`src/rtl/spi_slave_responder.sv`:
```
// -----------------------------------------------------------------------------
// spi_slave_responder
//
// Byte-oriented SPI slave for mode 0 (CPOL=0, CPHA=0). The block oversamples
// sclk, ss and mosi on the system clock. It deserialises MOSI into words and
// serialises caller-supplied words onto MISO, MSB first.
//
// Ports
//   clk       in   system clock, at least 8x the sclk frequency
//   rst       in   asynchronous reset, active-low
//   sclk      in   SPI clock from the master (asynchronous to clk)
//   ss        in   slave select, active-low (asynchronous)
//   mosi      in   master-out data (asynchronous)
//   miso      out  slave-out data
//   miso_oe   out  1 = drive the miso pad, 0 = release it
//   tx_data   in   next word to transmit; captured in the cycle tx_ack is set
//   tx_ack    out  1-cycle pulse: tx_data was captured, present the next word
//   rx_data   out  last complete received word; held until the next word
//   rx_valid  out  1-cycle pulse: rx_data was updated
//   byte_cnt  out  words completed in the current or last frame (saturating)
//   busy      out  1 while a frame is active
//   frame_err out  1-cycle pulse: ss rose while a partial word was pending
// -----------------------------------------------------------------------------
module spi_slave_responder #(
  parameter int DATA_WIDTH  = 8,
  parameter int SYNC_STAGES = 2,
  parameter int CNT_WIDTH   = 4
) (
  input  logic                  clk,
  input  logic                  rst,
  input  logic                  sclk,
  input  logic                  ss,
  input  logic                  mosi,
  output logic                  miso,
  output logic                  miso_oe,
  input  logic [DATA_WIDTH-1:0] tx_data,
  output logic                  tx_ack,
  output logic [DATA_WIDTH-1:0] rx_data,
  output logic                  rx_valid,
  output logic [CNT_WIDTH-1:0]  byte_cnt,
  output logic                  busy,
  output logic                  frame_err
);

  localparam int BW = (DATA_WIDTH > 1) ? $clog2(DATA_WIDTH) : 1;

  typedef enum logic [0:0] {
    IDLE  = 1'b0,
    SHIFT = 1'b1
  } state_t;

  // The sclk and ss chains carry one extra flop beyond the synchroniser so that
  // edges are found from the last two synchronised samples.
  logic [SYNC_STAGES:0]   sclk_sync_q, sclk_sync_d;
  logic [SYNC_STAGES:0]   ss_sync_q, ss_sync_d;
  logic [SYNC_STAGES-1:0] mosi_sync_q, mosi_sync_d;

  state_t                 state_q, state_d;
  logic [DATA_WIDTH-1:0]  shift_tx_q, shift_tx_d;
  logic [DATA_WIDTH-1:0]  shift_rx_q, shift_rx_d;
  logic [BW-1:0]          bit_cnt_q, bit_cnt_d;
  logic [CNT_WIDTH-1:0]   byte_cnt_q, byte_cnt_d;
  logic                   reload_pend_q, reload_pend_d;
  logic                   miso_q, miso_d;
  logic                   miso_oe_q, miso_oe_d;
  logic                   tx_ack_q, tx_ack_d;
  logic [DATA_WIDTH-1:0]  rx_data_q, rx_data_d;
  logic                   rx_valid_q, rx_valid_d;
  logic                   frame_err_q, frame_err_d;

  logic                   sclk_rise_s, sclk_fall_s;
  logic                   ss_rise_s, ss_fall_s;
  logic                   mosi_s;
  logic [DATA_WIDTH-1:0]  rx_word_s;

  // Synchroniser chains shift the raw pins in at the LSB end.
  always_comb begin
    sclk_sync_d = {sclk_sync_q[SYNC_STAGES-1:0], sclk};
    ss_sync_d   = {ss_sync_q[SYNC_STAGES-1:0], ss};
    mosi_sync_d = {mosi_sync_q[SYNC_STAGES-2:0], mosi};
  end

  // Edge detection on the newest synchronised sample against the one before it.
  always_comb begin
    sclk_rise_s = sclk_sync_q[SYNC_STAGES-1] & ~sclk_sync_q[SYNC_STAGES];
    sclk_fall_s = ~sclk_sync_q[SYNC_STAGES-1] & sclk_sync_q[SYNC_STAGES];
    ss_rise_s   = ss_sync_q[SYNC_STAGES-1] & ~ss_sync_q[SYNC_STAGES];
    ss_fall_s   = ~ss_sync_q[SYNC_STAGES-1] & ss_sync_q[SYNC_STAGES];
    mosi_s      = mosi_sync_q[SYNC_STAGES-1];
  end

  // Next-state and output logic. ss edges take priority over sclk edges.
  always_comb begin
    state_d       = state_q;
    shift_tx_d    = shift_tx_q;
    shift_rx_d    = shift_rx_q;
    bit_cnt_d     = bit_cnt_q;
    byte_cnt_d    = byte_cnt_q;
    reload_pend_d = reload_pend_q;
    miso_d        = miso_q;
    miso_oe_d     = miso_oe_q;
    tx_ack_d      = 1'b0;
    rx_data_d     = rx_data_q;
    rx_valid_d    = 1'b0;
    frame_err_d   = 1'b0;
    rx_word_s     = {shift_rx_q[DATA_WIDTH-2:0], mosi_s};

    case (state_q)
      IDLE: begin
        if (ss_fall_s) begin
          // Frame start: first word is presented before the first sclk rise.
          state_d       = SHIFT;
          shift_tx_d    = tx_data;
          tx_ack_d      = 1'b1;
          miso_d        = tx_data[DATA_WIDTH-1];
          miso_oe_d     = 1'b1;
          shift_rx_d    = {DATA_WIDTH{1'b0}};
          bit_cnt_d     = {BW{1'b0}};
          byte_cnt_d    = {CNT_WIDTH{1'b0}};
          reload_pend_d = 1'b0;
        end else begin
          state_d = IDLE;
        end
      end

      SHIFT: begin
        if (ss_rise_s) begin
          state_d       = IDLE;
          miso_oe_d     = 1'b0;
          miso_d        = 1'b0;
          reload_pend_d = 1'b0;
          bit_cnt_d     = {BW{1'b0}};
          if (bit_cnt_q != {BW{1'b0}}) begin
            frame_err_d = 1'b1;
          end else begin
            frame_err_d = 1'b0;
          end
        end else if (sclk_rise_s) begin
          shift_rx_d = rx_word_s;
          if (bit_cnt_q == BW'(DATA_WIDTH - 1)) begin
            rx_data_d     = rx_word_s;
            rx_valid_d    = 1'b1;
            bit_cnt_d     = {BW{1'b0}};
            reload_pend_d = 1'b1;
            if (byte_cnt_q != {CNT_WIDTH{1'b1}}) begin
              byte_cnt_d = byte_cnt_q + CNT_WIDTH'(1);
            end else begin
              byte_cnt_d = byte_cnt_q;
            end
          end else begin
            bit_cnt_d = bit_cnt_q + BW'(1);
          end
        end else if (sclk_fall_s) begin
          if (reload_pend_q) begin
            // Word boundary: fetch the next word (also prefetches after the last).
            shift_tx_d    = tx_data;
            tx_ack_d      = 1'b1;
            miso_d        = tx_data[DATA_WIDTH-1];
            reload_pend_d = 1'b0;
          end else begin
            shift_tx_d = {shift_tx_q[DATA_WIDTH-2:0], 1'b0};
            miso_d     = shift_tx_q[DATA_WIDTH-2];
          end
        end else begin
          state_d = SHIFT;
        end
      end

      default: begin
        state_d   = IDLE;
        miso_d    = 1'b0;
        miso_oe_d = 1'b0;
      end
    endcase
  end

  // State and output registers; the ss chain resets low so a frame already in
  // progress at reset release is not joined.
  always_ff @(posedge clk or negedge rst) begin
    if (!rst) begin
      sclk_sync_q   <= '0;
      ss_sync_q     <= '0;
      mosi_sync_q   <= '0;
      state_q       <= IDLE;
      shift_tx_q    <= '0;
      shift_rx_q    <= '0;
      bit_cnt_q     <= '0;
      byte_cnt_q    <= '0;
      reload_pend_q <= 1'b0;
      miso_q        <= 1'b0;
      miso_oe_q     <= 1'b0;
      tx_ack_q      <= 1'b0;
      rx_data_q     <= '0;
      rx_valid_q    <= 1'b0;
      frame_err_q   <= 1'b0;
    end else begin
      sclk_sync_q   <= sclk_sync_d;
      ss_sync_q     <= ss_sync_d;
      mosi_sync_q   <= mosi_sync_d;
      state_q       <= state_d;
      shift_tx_q    <= shift_tx_d;
      shift_rx_q    <= shift_rx_d;
      bit_cnt_q     <= bit_cnt_d;
      byte_cnt_q    <= byte_cnt_d;
      reload_pend_q <= reload_pend_d;
      miso_q        <= miso_d;
      miso_oe_q     <= miso_oe_d;
      tx_ack_q      <= tx_ack_d;
      rx_data_q     <= rx_data_d;
      rx_valid_q    <= rx_valid_d;
      frame_err_q   <= frame_err_d;
    end
  end

  assign miso      = miso_q;
  assign miso_oe   = miso_oe_q;
  assign tx_ack    = tx_ack_q;
  assign rx_data   = rx_data_q;
  assign rx_valid  = rx_valid_q;
  assign byte_cnt  = byte_cnt_q;
  assign busy      = (state_q == SHIFT);
  assign frame_err = frame_err_q;

endmodule

```
`config.mk`:
```
export PLATFORM = sky130hd
export DESIGN_NAME = spi_slave_responder
export DESIGN_NICKNAME = d
export VERILOG_FILES = /design/src/rtl/spi_slave_responder.sv
export SDC_FILE = /design/constraint.sdc
export NUM_CORES = 1
export LEC_CHECK = 0
export ABC_AREA = 1
export CELL_PAD_IN_SITES_DETAIL_PLACEMENT = 1
export CELL_PAD_IN_SITES_GLOBAL_PLACEMENT = 2
export CORE_UTILIZATION = 30
export DETAILED_ROUTE_END_ITERATION = 6
export PLACE_DENSITY_LB_ADDON = 0.1
export SLEW_MARGIN = 20
export SYNTH_ARGS = -nofsm -noshare
export SYNTH_HDL_FRONTEND = slang
export SYNTH_SLANG_ARGS = --single-unit
export TNS_END_PERCENT = 5
```
`constraint.sdc`:
```
create_clock -name clk -period 1.6 [get_ports clk]
set_clock_uncertainty 0.05 [all_clocks]
set_input_delay 0.4 -clock clk [delete_from_list [all_inputs] [get_ports clk]]
set_output_delay 0.4 -clock clk [all_outputs]
set_load 0.05 [all_outputs]
```
* Yosys cells after proc, flatten, opt, wreduce, memory -nomap -nowiden
Cells that the tools add are included.
** Operators by class
- $add $sub $neg :: 2
- Multipliers :: 0
- Divide/modulo/power cells :: 0
- Magnitude comparators :: 0
- Equality and inequality tests :: 15
- Shift-type cells :: 0
- Mux-type cells :: 51
- Bitwise operators :: 10
- Reduce and logical (&&, ||, !) cells :: 9
** Operators by type and width (count)
- 7-bit 2-to-1 mux :: 8
- 7-bit case mux with 2 select lines :: 2
- 1-bit 2-to-1 mux :: 25
- 4-bit 2-to-1 mux :: 5
- 3-bit 2-to-1 mux :: 4
- 2-bit by 1-bit inequality test with 1-bit output, second input constant :: 5
- 1-bit case mux with 2 select lines :: 5
- 3-bit AND reduction :: 3
- 4-bit case mux with 2 select lines :: 1
- 4-bit AND reduction :: 2
- 2-bit inequality test, second input constant :: 3
- 3-bit by 1-bit inequality test with 1-bit output, second input constant :: 2
- 1-bit inverter :: 6
- 3-bit case mux with 2 select lines :: 1
- 5-bit AND reduction :: 1
- 4-bit by 1-bit adder with 4-bit output, second input constant :: 1
- 1-bit AND :: 4
- 4-bit by 1-bit inequality test with 1-bit output, second input constant :: 1
- 4-bit by 2-bit inequality test with 1-bit output, second input constant :: 1
- 4-bit inequality test, second input constant :: 1
- 2-bit AND reduction :: 2
- 3-bit by 1-bit adder with 3-bit output, second input constant :: 1
- 3-bit == test, second input constant :: 1
- 3-bit by 2-bit inequality test with 1-bit output, second input constant :: 1
- 3-bit nonzero test :: 1
** Storage, ports and cells
- Register bits :: 44
- Bits in latches :: 0
- RAM bits :: 0
- Bits in read-only memories :: 0
- Input bits :: 13
- Output and inout bits :: 18
- Logic and storage cells :: 102
- Memories kept :: 0

* Logic depth before layout (Yosys ltp)
- Depth in word-level cells :: 6
- Gate-level depth with buffers :: 8

* Worst setup path before layout
OpenSTA, ideal clock, no wires.
- Path type :: reg-to-reg
- From :: register state_q, in the netlist busy
- To :: register byte_cnt_q[2], in the netlist byte_cnt[2]
- Arrival time :: 1439 ps
- Slack :: -8 ps
- Stages on the path, launching flop included :: 9
- Period minus slack after synthesis :: 1608 ps
- Cells stage by stage :: dfrtp_1 > buf_4 > inv_2 > nor2_2 > nand2_2 > nand2_4 > nand2_2 > nand2_1 > nand2_1
** Between the ends
- Longest elaborated chain between the ends :: 3
** RTL lines
- start, declared :: RTL line 58 : state_t state_q, state_d;
- start signal, assigned :: RTL line 200 : state_q <= state_d;
- 1-bit inverter
- 2-bit inequality test (no line)
- 5-bit AND reduction (no line)
- end signal, assigned :: RTL line 204 : byte_cnt_q <= byte_cnt_d;
- end, declared :: RTL line 62 : logic [CNT_WIDTH-1:0] byte_cnt_q, byte_cnt_d;
Several ways; a longest one is shown, not always the timed one.
A chain may end at the register's enable or synchronous reset.

* Worst setup path in the final report
- From :: register state_q, in the netlist busy
- To :: output busy
** RTL lines
- end, declared :: RTL line 41 : output logic busy,
No word-level cell between the ends.

==> results.toml <==
[sta]
finalCritPeriodShare_pct = 96.37
post_route_setup_slack_ns = 0.05805
fmaxAchievable_mhz = 648.5
timing.slew.headroom_pct = 72.16
whs_ns = 0.02352
finalSetupViolations = 0
fin_tns_setup_ns = 0
hold_viol = 0
fin_crit_ns = 1.542
rsz0062_at_grt = "false"
maxSlewViolCount = 0
slew_at_the_pin_closest_to_its_max_slew_limit_ns = 0.4166

[global_routing]
vias_in_the_first_global_route = 1554
residual_overflow_from_global_routing = 0
wire_length_of_the_first_global_routing_pass_um = 7362
grt_start_max_net_pins = 45
grt_antenna_before_repair = 0
grtUsageTotal_pct = 13.38

[routing]
vias = 1442
vias_per_cell = 4.410
drt_drc_violations_left = 0
totalWireLength_um = 4131
detailedRoute.firstPassIterationCount = 4
antenna_left = 0
dr.first_iter.drc_count = 50
post_drt_wl_per_cell_um = 12.63

[worst_setup_path]
critical-path-slowest-cell = "dfrtp_2"
timing.critical_path.max_delay_family = "flip-flops"
crit_chain = "buf_4 > buf_12"
worst-path-buf-inv = 2
critPathRequiredTime_ns = 1.15
worst-path-max-fanout = 9
worst_setup_path_start_kind = "register"
setup.worst_path.end_class = "output port"
cp.arrival_ns = 1.09
critical_path_class = "reg -> out"
cp_slowest_stage_delay_ns = 0.50

[synth]
synthCells = 210
yosys.area.top_type_share_pct = 55.87
synth_sequential_area_ratio_pct = 55.87
yosys.area_share.adder_pct = 3.175
synthSimpleGateAreaFrac_pct = 20.00
cell_variety_after_synth = 23
muxShareOfSynthArea_pct = 0
syn_area_mm2 = 0.001971
yosys_warnings = 0
synth-seq-cells = 44
synth-compound-area-share_pct = 13.02
combinational_family_with_the_most_area_after_synthesis = "simple AND/OR/NAND/NOR gates"
synthTopCellsByArea = "dfrtp_1, nand2_1, o21ai_2, inv_1, ha_1"
synth_xor_area_share_pct = 0.4444
net_count_of_the_mapped_netlist = 228
synth.avg_cell_area_um2 = 9.384
synth_top_area_cell = "dfrtp_1"

[layout]
num-fill-cells = 709
fin_cells = 327
final_instance_area_mm2 = 0.002673
num_antenna_cells = 0
areaGrowthSynthToFinish_pct = 35.62
mostFrequentLayoutCell = "nand2_1"
post_route_cells_drive_above_1_share_pct = 25.20
finalCoreUtilization_pct = 42.09
final_cell_mix = "nand2_1, dfrtp_1, inv_1"
design.final.nets = 268

[floorplanning]
num_rows = 29
floorplan.core_area_mm2 = 0.006350
overall_die_height_um = 83.05
dieArea_mm2 = 0.006897
start_util_pct = 31.03
ioPinCount = 31
floorplan.die.width_um = 83.05

[clocking]
cts_setup_buffers = 0
cts_buffers = 5
cts_sinks = 44
clkLatencyLatePin_ns = 0.29
clock_tree_from_tritoncts = "done"
clk_transition_reported_paths_ns = 0.08
htree_num_levels = 2
cts_root_buf = "clkbuf_8"
ctsLongestPathBuffers = 2

[status]
status = "finished, final reports clean"

[place]
finalWeightedCongestion = 0.6869
hpwl_um = 3032
post-place-ws_ns = 0.05475
dpl-instance-area_mm2 = 0.002574
io_buffers = 30
post-place-cells = 320

[run]
maxCapViolations = 0

[power]
leakagePower_nw = 1.270
peakVddDrop_uv = 563.1
fin_total_pwr_mw = 3.134
cellPowerDensity_mw_per_mm2 = 1173

[min_path]
holdCritPathClass = "in -> async"
## cell type report
type	count	area [um^2]	area share (%)
multi-input cells	132	721.9	27.01
inverters	30	115.1	4.307
clock buffers	7	96.34	3.605
repair buffers	37	540.5	20.22
well taps	77	96.34	3.605
flip-flops and latches	44	1102	41.25
## layer usage
metal | routed length [um] | part of all wire [%] | vias up | track usage (%)
li1 | - | - | 740 | -
met2 | 1827 | 44 | 23 | 19.82
met3 | 112 | 2.7 | 4 | 3.082
met1 | 2148 | 52 | 675 | 18.95
met4 | 43 | 1.0 | 0 | 5.172
met5 | 0 | 0 | - | 0
## cell usage after synthesis, drive strengths merged
cell,count
o22ai,6
o31ai,1
a21oi,4
nand4,2
nor2,8
and2,1
ha,5
dfrtp,44
nand3,9
inv,30
o21ai,27
xnor2,1
buf,4
nand2,68
## report_power, final
| group | leakage (nW) | internal (mW) | total, mW | switching [mW] |
|---|---|---|---|---|
| combinational | 0.647 | 0.455 | 1.03 | 0.573 |
| clock | 0.0503 | 0.385 | 0.734 | 0.350 |
| sequential | 0.573 | 1.26 | 1.37 | 0.113 |
## kinds of logic (layout without fill, tap and decap cells)
| group | count (synthesis) | count (layout) |
|---|---|---|
| buffers and inverters | 34 | 74 |
| and+or+nand+nor | 88 | 88 |
| AOI/OAI and AO/OA | 38 | 38 |
| adders and majority gates | 5 | 5 |
| DFF | 44 | 44 |
| xor gates and xnor gates | 1 | 1 |
## sequential cells by signal (all words and copies together) (netlist names)
register       flops
rx_data            8
shift_rx_q         7
shift_tx_q         7
byte_cnt           4
bit_cnt_q          3
sclk_sync_q        3
ss_sync_q          3
mosi_sync_q        2
busy               1
frame_err          1
miso               1
miso_oe            1
reload_pend_q      1
rx_valid           1
tx_ack             1
## worst paths after layout
| path | start | slack (ns) | depth (start not counted) | to |
|---|---|---|---|---|
| worst max-delay path | busy | 0.06 | 2 | busy |
| worst max register to register | busy | 0.16 | 6 | byte_cnt[0] |
| worst min register to register | ss_sync_q[0] | 0.30 | 0 | ss_sync_q[1] |
| min in group clk | ss_sync_q[0] | 0.30 | 0 | ss_sync_q[1] |
| worst min-delay path | rst | 0.02 | 2 | rx_data[2] |
| max in group asynchronous | rst | 1.25 | 2 | busy |
## timing repair
item,4_1_cts,5_1_grt
gates resized for setup,0,2
hold buffers,0,0
endpoints found under the setup margin,0,9
hold endpoints to repair,0,0
Power figures use the tool's default switching activity.
